### src/rtl/id_issue_buffer_pkg.sv
// Shared types for the decode-to-issue buffer: issue entry layout and a minimal core config.
package id_issue_buffer_pkg;

  typedef struct packed {
    int unsigned xlen;
  } cva6_cfg_t;

  localparam cva6_cfg_t Cva6CfgEmpty = '{xlen: 32};

  typedef enum logic [1:0] {FuNone, FuAlu, FuLsu, FuCtrl} fu_t;

  typedef struct packed {
    logic [31:0] pc;
    fu_t         fu;
    logic [6:0]  op;
    logic [4:0]  rs1;
    logic [4:0]  rs2;
    logic [4:0]  rd;
    logic [31:0] result;
    logic        valid;
  } scoreboard_entry_t;

  typedef struct packed {
    scoreboard_entry_t sbe;
    logic [31:0]       orig_instr;
    logic              is_ctrl_flow;
    logic              is_compressed;
  } issue_entry_t;

endpackage

### src/rtl/id_buf_prefix_cnt.sv
// Counts the leading contiguous ones of a vector, starting at bit 0.
module id_buf_prefix_cnt #(
  parameter int unsigned Width = 2
) (
  input  logic [Width-1:0]             vec_i,
  output logic [$clog2(Width+1)-1:0]   cnt_o
);

  localparam int unsigned CntW = $clog2(Width + 1);

  logic run;

  always_comb begin
    cnt_o = '0;
    run   = 1'b1;
    for (int unsigned i = 0; i < Width; i++) begin
      run = run & vec_i[i];
      if (run) cnt_o = cnt_o + CntW'(1);
    end
  end

endmodule

### src/rtl/id_issue_buffer.sv
// Multi-lane circular decode-to-issue buffer with flush.
// Define ID_ISSUE_BUF_BYPASS_EN to forward decoder lanes straight to issue when empty.
module id_issue_buffer
  import id_issue_buffer_pkg::*;
#(
  parameter cva6_cfg_t   CVA6Cfg       = Cva6CfgEmpty,
  parameter int unsigned NrDecodePorts = 2,
  parameter int unsigned NrIssuePorts  = 2,
  parameter int unsigned Depth         = 4
) (
  input  logic                                  clk_i,
  input  logic                                  rst_i,
  input  logic                                  flush_i,
  input  issue_entry_t [NrDecodePorts-1:0]      decoded_entry_i,
  input  logic         [NrDecodePorts-1:0]      decoded_valid_i,
  output logic         [NrDecodePorts-1:0]      decoded_ready_o,
  output issue_entry_t [NrIssuePorts-1:0]       issue_entry_o,
  output logic         [NrIssuePorts-1:0]       issue_valid_o,
  input  logic         [NrIssuePorts-1:0]       issue_ack_i,
  output logic         [$clog2(Depth+1)-1:0]    occupancy_o
);

  localparam int unsigned PtrW     = $clog2(Depth);
  localparam int unsigned CntW     = $clog2(Depth + 1);
  localparam int unsigned ACntW    = $clog2(NrDecodePorts + 1);
  localparam int unsigned PCntW    = $clog2(NrIssuePorts + 1);
  localparam int unsigned AW       = CntW + 2;
  localparam int unsigned NrBypass = (NrDecodePorts < NrIssuePorts) ? NrDecodePorts : NrIssuePorts;

  typedef logic [AW-1:0] arith_t;

  if (((Depth & (Depth - 1)) != 0) || (Depth < 2) || (Depth < NrDecodePorts) ||
      (Depth < NrIssuePorts)) begin : g_bad_depth
    $error("Depth must be a power of two >= 2 and >= both lane counts");
  end
  if (CVA6Cfg.xlen != 32) begin : g_bad_xlen
    $error("issue_entry_t is laid out for a 32-bit core");
  end

  issue_entry_t [Depth-1:0] storage_q, storage_d;
  logic [PtrW-1:0]          rd_q, rd_d, wr_q, wr_d;
  logic [CntW-1:0]          cnt_q, cnt_d;
  logic [PCntW-1:0]         pop_cnt, skip;
  logic [ACntW-1:0]         push_cnt;
  arith_t                   free;
  logic                     bypass;
  logic [PtrW-1:0]          slot;

  id_buf_prefix_cnt #(.Width(NrIssuePorts)) u_pop_cnt (
    .vec_i (issue_ack_i),
    .cnt_o (pop_cnt)
  );

  id_buf_prefix_cnt #(.Width(NrDecodePorts)) u_push_cnt (
    .vec_i (decoded_valid_i & decoded_ready_o),
    .cnt_o (push_cnt)
  );

`ifdef ID_ISSUE_BUF_BYPASS_EN
  assign bypass = (cnt_q == '0) && !flush_i && !rst_i;
`else
  assign bypass = 1'b0;
`endif

  // Acked bypass lanes never touch storage or the read pointer.
  assign skip = bypass ? pop_cnt : '0;
  assign free = arith_t'(Depth) - arith_t'(cnt_q) + arith_t'(pop_cnt);
  assign occupancy_o = cnt_q;

  always_comb begin
    for (int k = 0; k < NrDecodePorts; k++) begin
      decoded_ready_o[k] = (free > arith_t'(k)) && !flush_i && !rst_i;
    end
  end

  always_comb begin
    for (int j = 0; j < NrIssuePorts; j++) begin
      issue_valid_o[j] = cnt_q > CntW'(j);
      issue_entry_o[j] = issue_valid_o[j] ? storage_q[rd_q + PtrW'(j)] : '0;
    end
`ifdef ID_ISSUE_BUF_BYPASS_EN
    if (bypass) begin
      for (int j = 0; j < NrBypass; j++) begin
        issue_valid_o[j] = decoded_valid_i[j];
        issue_entry_o[j] = decoded_valid_i[j] ? decoded_entry_i[j] : '0;
      end
    end
`endif
  end

  always_comb begin
    storage_d = storage_q;
    slot      = '0;
    for (int k = 0; k < NrDecodePorts; k++) begin
      if (k < int'(push_cnt) && k >= int'(skip)) begin
        slot            = wr_q + PtrW'(k) - PtrW'(skip);
        storage_d[slot] = decoded_entry_i[k];
      end
    end
    wr_d  = wr_q + PtrW'(push_cnt) - PtrW'(skip);
    rd_d  = rd_q + PtrW'(pop_cnt) - PtrW'(skip);
    cnt_d = CntW'(arith_t'(cnt_q) + arith_t'(push_cnt) - arith_t'(pop_cnt));
    if (flush_i) begin
      wr_d  = '0;
      rd_d  = '0;
      cnt_d = '0;
    end
  end

  always_ff @(posedge clk_i) begin
    if (rst_i) begin
      storage_q <= '0;
      rd_q      <= '0;
      wr_q      <= '0;
      cnt_q     <= '0;
    end else begin
      storage_q <= storage_d;
      rd_q      <= rd_d;
      wr_q      <= wr_d;
      cnt_q     <= cnt_d;
    end
  end

  ack_prefix_of_valid: assert property (@(posedge clk_i) disable iff (rst_i)
    (issue_ack_i & ~issue_valid_o) == '0);

endmodule

### config.mk
export PLATFORM = sky130hd
export DESIGN_NAME = id_issue_buffer
export DESIGN_NICKNAME = d
export VERILOG_FILES = /design/src/rtl/id_issue_buffer_pkg.sv /design/src/rtl/id_buf_prefix_cnt.sv /design/src/rtl/id_issue_buffer.sv
export SDC_FILE = /design/constraint.sdc
export NUM_CORES = 2
export LEC_CHECK = 0
export BUFFER_PORTS_ARGS = -buffer_cell sky130_fd_sc_hd__buf_4
export CAP_MARGIN = 20
export CORE_MARGIN = 2
export CORE_UTILIZATION = 57
export CTS_CLUSTER_SIZE = 14
export DETAILED_ROUTE_END_ITERATION = 8
export MAX_ROUTING_LAYER = met4
export PLACE_DENSITY_LB_ADDON = 0.1
export SLEW_MARGIN = 20
export SYNTH_ARGS = -nofsm -noshare
export SYNTH_HDL_FRONTEND = slang
export SYNTH_SLANG_ARGS = --single-unit
### constraint.sdc
create_clock -name clk_i -period 8.7 [get_ports clk_i]
set_input_delay 0.435 -clock clk_i [delete_from_list [all_inputs] [get_ports clk_i]]
set_output_delay 0.435 -clock clk_i [all_outputs]
set_load 0.02 [all_outputs]
# Word level (Yosys, flattened, before mapping)
# Index checks and enable logic that the tools add are counted.
[totals]
reg_bits = 499
inputBits = 253
out_inout_bits = 253
elab_cells = 99
[op_classes]
add_sub_neg = 10
n_lt_le_gt_ge = 12
mux = 18
bitwise = 3
reduce_logical = 9
[ops]
columns = ["cell", "count"]
rows = [
  ["$bwmux 492", 2],
  ["$mux 492", 2],
  ["$mux 123", 6],
  ["$bmux 123 s2", 2],
  ["$demux 123 s2", 2],
  ["$lt 2x3->1 const B", 4],
  ["$gt 5x1->1 const B", 2],
  ["$add 2x1->2 const B", 4],
  ["$gt 3x1->1 const B", 2],
  ["$logic_and 1x1->1", 6],
  ["$add 4x3->5", 1],
  ["$add 2x2->2", 2],
  ["$ge 2x1->1 const B", 2],
  ["$lt 1x2->1 const A", 2],
  ["$mux 2", 2],
  ["$sub 3x3->4 const A", 1],
  ["$add 3x2->3", 1],
  ["$sub 3x2->3", 1],
  ["$and 1x1->1", 2],
  ["$and 2x2->2", 1],
  ["$logic_not 1->1", 2],
  ["$mux 1", 2],
  ["$reduce_or 2->1", 1],
]

# Longest topological paths before layout
[depth]
ltp_word = 15
ltp_mapped = 18
ltp_nobuf = 16

# By module
# A second synthesis with hierarchy kept.
[unflattened]
cells_unflattened = 3467
area_unflattened_um2 = 31196.2
[by_module_without_submodules]
columns = ["mod", "instances", "cells_each", "area_per_inst_um2", "seq_area_each_um2"]
rows = [
  ["id_issue_buffer", 1, 3463, 31163.6, 9989.6],
  ["id_buf_prefix_cnt", 2, 2, 16.3, 0.0],
]

# Least setup slack after synthesis
# OpenSTA, ideal clock, no wires.
[synth_timing]
path_kind = "reg2reg"
startpoint = "register cnt_q[1], in the netlist occupancy_o[1]"
endpoint = "register cnt_q[2], in the netlist occupancy_o[2]"
setup_ns = 0.115
arrival_time_ns = 3.735
required_time_ns = 8.585
slack_ns = 4.850
path_stages_with_launch = 19
n_path_buf = 2
period_less_slack_ns = 3.850
path_cell_list = "dfxtp_1 > inv_1 > ha_1 > inv_1 > fa_1 > xnor2_1 > nand2_1 > nor3_4 > buf_2 > buf_1 > o211a_1 > inv_1 > ha_1 > inv_1 > ha_1 > fa_1 > xnor2_1 > xnor2_1 > nor2_1"
[synth_via]
elab_chain_cells = 11
elab_cells_between_ends = 15
classes_between = "add/sub (5); order compare (2); mux (2); bitwise (2); reduce/logical (4)"
[synth_lines]
columns = ["element", "line_no", "source"]
rows = [
  ["from (decl)", "id_issue_buffer.sv:42", "logic [CntW-1:0] cnt_q, cnt_d;"],
  ["from (signal assigned)", "id_issue_buffer.sv:120", "cnt_q <= cnt_d;"],
  ["$sub 3x3->4", "id_issue_buffer.sv:67", "assign free = arith_t'(Depth) - arith_t'(cnt_q) + arith_t'(pop_cnt);"],
  ["$add 4x3->5", "id_issue_buffer.sv:67", ""],
  ["$gt 5x1->1", "id_issue_buffer.sv:72", "decoded_ready_o[k] = (free > arith_t'(k)) && !flush_i && !rst_i;"],
  ["$logic_and 1x1->1 (2 in series)", "id_issue_buffer.sv:72", ""],
  ["$and 2x2->2", "id_issue_buffer.sv:55", ".vec_i (decoded_valid_i & decoded_ready_o),"],
  ["$mux 1", "id_buf_prefix_cnt.sv:18", "if (run) cnt_o = cnt_o + CntW'(1);"],
  ["$add 2x1->2", "id_buf_prefix_cnt.sv:18", ""],
  ["$mux 2", "id_buf_prefix_cnt.sv:18", ""],
  ["$add 3x2->3 *", "id_issue_buffer.sv:102", "cnt_d = CntW'(arith_t'(cnt_q) + arith_t'(push_cnt) - arith_t'(pop_cnt));"],
  ["$sub 3x2->3 *", "id_issue_buffer.sv:102", ""],
]
# Every way passes the cells marked *; elsewhere a longest branch is shown, timed or not.
# A chain may end at the register's enable or synchronous reset.

# Worst setup path in the final report
[layout_timing]
startpoint = "register cnt_q[0], in the netlist occupancy_o[0]"
endpoint = "output port decoded_ready_o[1]"
[layout_via]
elab_chain_cells = 5
[layout_lines]
columns = ["element", "line_no", "source"]
rows = [
  ["$sub 3x3->4", "id_issue_buffer.sv:67", ""],
  ["$add 4x3->5", "id_issue_buffer.sv:67", ""],
  ["$gt 5x1->1", "id_issue_buffer.sv:72", ""],
  ["$logic_and 1x1->1 (2 in series)", "id_issue_buffer.sv:72", ""],
  ["to (decl)", "id_issue_buffer.sv:16", "output logic [NrDecodePorts-1:0] decoded_ready_o,"],
]
# No other way between the ends.

==> out/qor.csv <==
stage,metric,value,unit
critical_path,"Cell Chain, Critical Path","inv_1, ha_1, ha_1, a21oi_1, nor3_4, nor3_4, buf_12, buf_6, nor2_1, buf_4",
route,DRT antenna net count,0,
place,input/output buffers,505,
cts,clock root cell,clkbuf_16,
die,core area,0.0564,sq mm
die,die area,0.0589,sq mm
cts,CTS tree,done,
min_path,hold crit path type,input port to flip-flop,
die,num rows,87,
sta,final clock period utilization by the worst path,53.8,%
die,overall die width,243,um
cts,Worst-path clk slew,0.06,ns
synth,sequential area share after synthesis,30.8,%
sta,worst rel slew slack,16.4,%
grt,grt ovf,0,
layout,post-route cell area,0.0374,sq mm
sta,final worst slack,4.02,ns
cts,post-CTS setup buffers,0,
critical_path,Arrival @ worst endpoint,4.25,ns
grt,GR Util All Layers,43.7,%
route,routed via count,35767,
critical_path,"delay-heaviest family, CP",buffers and inverters,
die,num ports,506,
die,Die Height,243,um
run_status,status,"finished, final reports clean",
critical_path,critical-path maximum fanout,227,
sta,worst clock skew,0.0168,ns
cts,clk sinks,499,
sta,final setup fails,0,
critical_path,Startpoint Class,flip-flop,
synth,syn nets,3873,
route,iteration-0 DRC count of the detailed router,5519,
critical_path,WP buf/inv,4,
sta,setup_tns,0,ns
cts,Max clock buf depth,3,
critical_path,crit path capture type,primary output,
route,Post-Route WL,132000,um
power_and_ir_drop,pwr dens,159,mW/mm^2
cts,worst-skew pair later-pin latency,0.64,ns
cts,Hold Buf Count CTS,0,
synth,syn avg cell area,9.00,sq um
synth,number of synthesized flops with an enable pin,0,
synth,Mapped Cells,3608,
sta,Max Slew Vio Count,0,
job,Max-cap violations,0,
synth,"Warnings, synthesis",0,
layout,final cell count without fillers,4484,
synth,top_reg_cell synth,dfxtp_1,
grt,vias in the first global route,34405,
die,Initial Util,57.6,%
synth,#FFs+latches synth,499,
cts,Num CTS Buffers,57,
sta,unrepaired setup endpoints after global routing,no,
place,dpl cell area,0.0353,sq mm
grt,largest net degree at the start of global routing,257,
sta,Fmax,214,MHz
critical_path,CP max stage cell,buf_6,
layout,share of layout cells above drive strength 1,24.9,%
sta,Tmin final,4.68,ns
critical_path,biggest cell delay along the critical path,0.78,ns
cts,Resize count post-CTS,0,
grt,antenna violations before repair,25,
synth,synth unique cells,34,
cts,H-tree levels,2,
synth,mapped cell area,0.0325,sq mm
synth,fraction of registers with async set/reset,0,%
place,Placer Congestion,0.892,
place,Post-DP HPWL,69900,um
layout,area grow syn2layout,15.0,%
layout,final core occ,66.3,%
route,routed vias/inst,7.98,
power_and_ir_drop,worst vdd ir,0.161,mV
layout,fin nets,3921,
sta,Fin. Hold Viols,0,
critical_path,WS Path Type,flip-flop to primary output,
place,Place WS,3.91,ns
grt,first-pass GRT wire length,203000,um
place,Placed Cells incl. Taps,4350,
route,DRC viols,0,
sta,worst slew pin tran,1.25,ns
route,Wirelength per Cell,29.4,um
route,first-pass iteration count of the detailed router,8,
critical_path,"Req. time, crit path",8.27,ns
power_and_ir_drop,static leakage,11.1,nW
==> stage by stage <==
step           total power, mW  hold WS (ns)
2_1_floorplan             3.08         0.483
3_3_place_gp              3.44         0.499
3_5_place_dp              3.47         0.513
4_1_cts                   5.87         0.105
5_1_grt                   6.06         0.122
6_report                  5.93         0.119
==> worst paths after layout <==
path         slack [ns]            endpoint            startpoint  cells after the start
max                4.02  decoded_ready_o[1]        occupancy_o[0]                     10
min                0.12      storage_q[242]  decoded_entry_i[119]                      3
max reg2reg        4.19      storage_q[426]        occupancy_o[0]                     10
min reg2reg        0.52      storage_q[281]        storage_q[281]                      2
==> worst reg2reg max path, delay by kind of cell (launching register included) <==
family,cells,cell delay (ns)
AO/OA/AOI/OAI,2,0.62
adder cells (fa/ha/maj),2,0.63
buffers and inverters,3,1.67
flip-flops,1,0.44
AND/OR/NAND/NOR,3,0.99
==> registers in the layout, indices dropped and copies added, names as in the netlist <==
| signal | flops |
|---|---|
| wr_q | 2 |
| storage_q | 492 |
| occupancy_o | 3 |
| rd_q | 2 |
==> cells in the final DEF (no fill, tap or decap), types with 4 or more instances in the layout <==
| master | count |
|---|---|
| buf_4 | 547 |
| buf_6 | 7 |
| inv_1 | 11 |
| buf_16 | 5 |
| xnor2_1 | 6 |
| clkbuf_1 | 21 |
| nor2_1 | 4 |
| nor2b_1 | 124 |
| clkbuf_16 | 60 |
| a311oi_1 | 492 |
| clkbuf_8 | 20 |
| dfxtp_1 | 497 |
| buf_12 | 5 |
| nor4_1 | 492 |
| mux4_2 | 246 |
| or3_4 | 4 |
| o21ai_0 | 492 |
| and2_1 | 128 |
| ha_1 | 9 |
| nand3_1 | 492 |
| diode_2 | 26 |
| clkinv_2 | 4 |
==> area by class of cell <==
| cell class | instances | area [sq um] |
|---|---|---|
| clock inverters | 4 | 23.8 |
| repair buffers | 565 | 4440 |
| multi-input cells | 2521 | 20000 |
| flip-flops and latches | 499 | 10000 |
| fillers | 4619 | 19000 |
| well taps | 756 | 946 |
| clock buffers | 101 | 1860 |
| inverters | 12 | 46.3 |
| diodes | 26 | 65.1 |
==> where the power goes <==
group / leakage, nW / switching, mW / internal, mW
Combinational: 6.13 / 0.774 / 0.311
Clock: 0.924 / 1.03 / 1.43
Sequential: 4.04 / 0.0483 / 2.34
Total: 11.1 / 1.85 / 4.08
==> metal layers <==
metal	share of wire (%)	up-vias	GRT usage [%]	routed length (um)
met4	5.1	0	22.9	6720
li1	-	14765	-	-
met2	45	3201	63.0	59200
met1	36	17236	55.3	46800
met5	0	-	-	0
met3	14	565	13.1	19000
==> Yosys cell counts, types with 3 or more instances <==
cell / number / area, sq um
clkbuf_1: 412 / 1550
buf_2: 96 / 480
buf_6: 29 / 327
xnor2_1: 6 / 52.6
inv_1: 12 / 45.0
nand3_1: 492 / 2460
buf_4: 10 / 75.1
fa_1: 3 / 60.1
mux4_2: 246 / 5540
dfxtp_1: 499 / 9990
a311oi_1: 492 / 4310
buf_1: 29 / 109
nor4_1: 492 / 3080
ha_1: 9 / 113
or3_1: 5 / 31.3
nand2_1: 4 / 15.0
nor2b_1: 126 / 788
and2_1: 129 / 807
nor2_1: 6 / 22.5
o21ai_0: 492 / 2460
==> kinds of logic after synthesis <==
| kind of cell | Yosys count | share of synthesized area, % |
|---|---|---|
| AND/OR/NAND/NOR | 1265 | 22.5 |
| adder cells (fa/ha/maj) | 12 | 0.532 |
| flip-flops | 499 | 30.8 |
| AO/OA/AOI/OAI | 992 | 21.1 |
| XOR/XNOR | 6 | 0.162 |
| buffers and inverters | 588 | 7.95 |
| multiplexers | 246 | 17.1 |
Power figures use the tool's default switching activity.
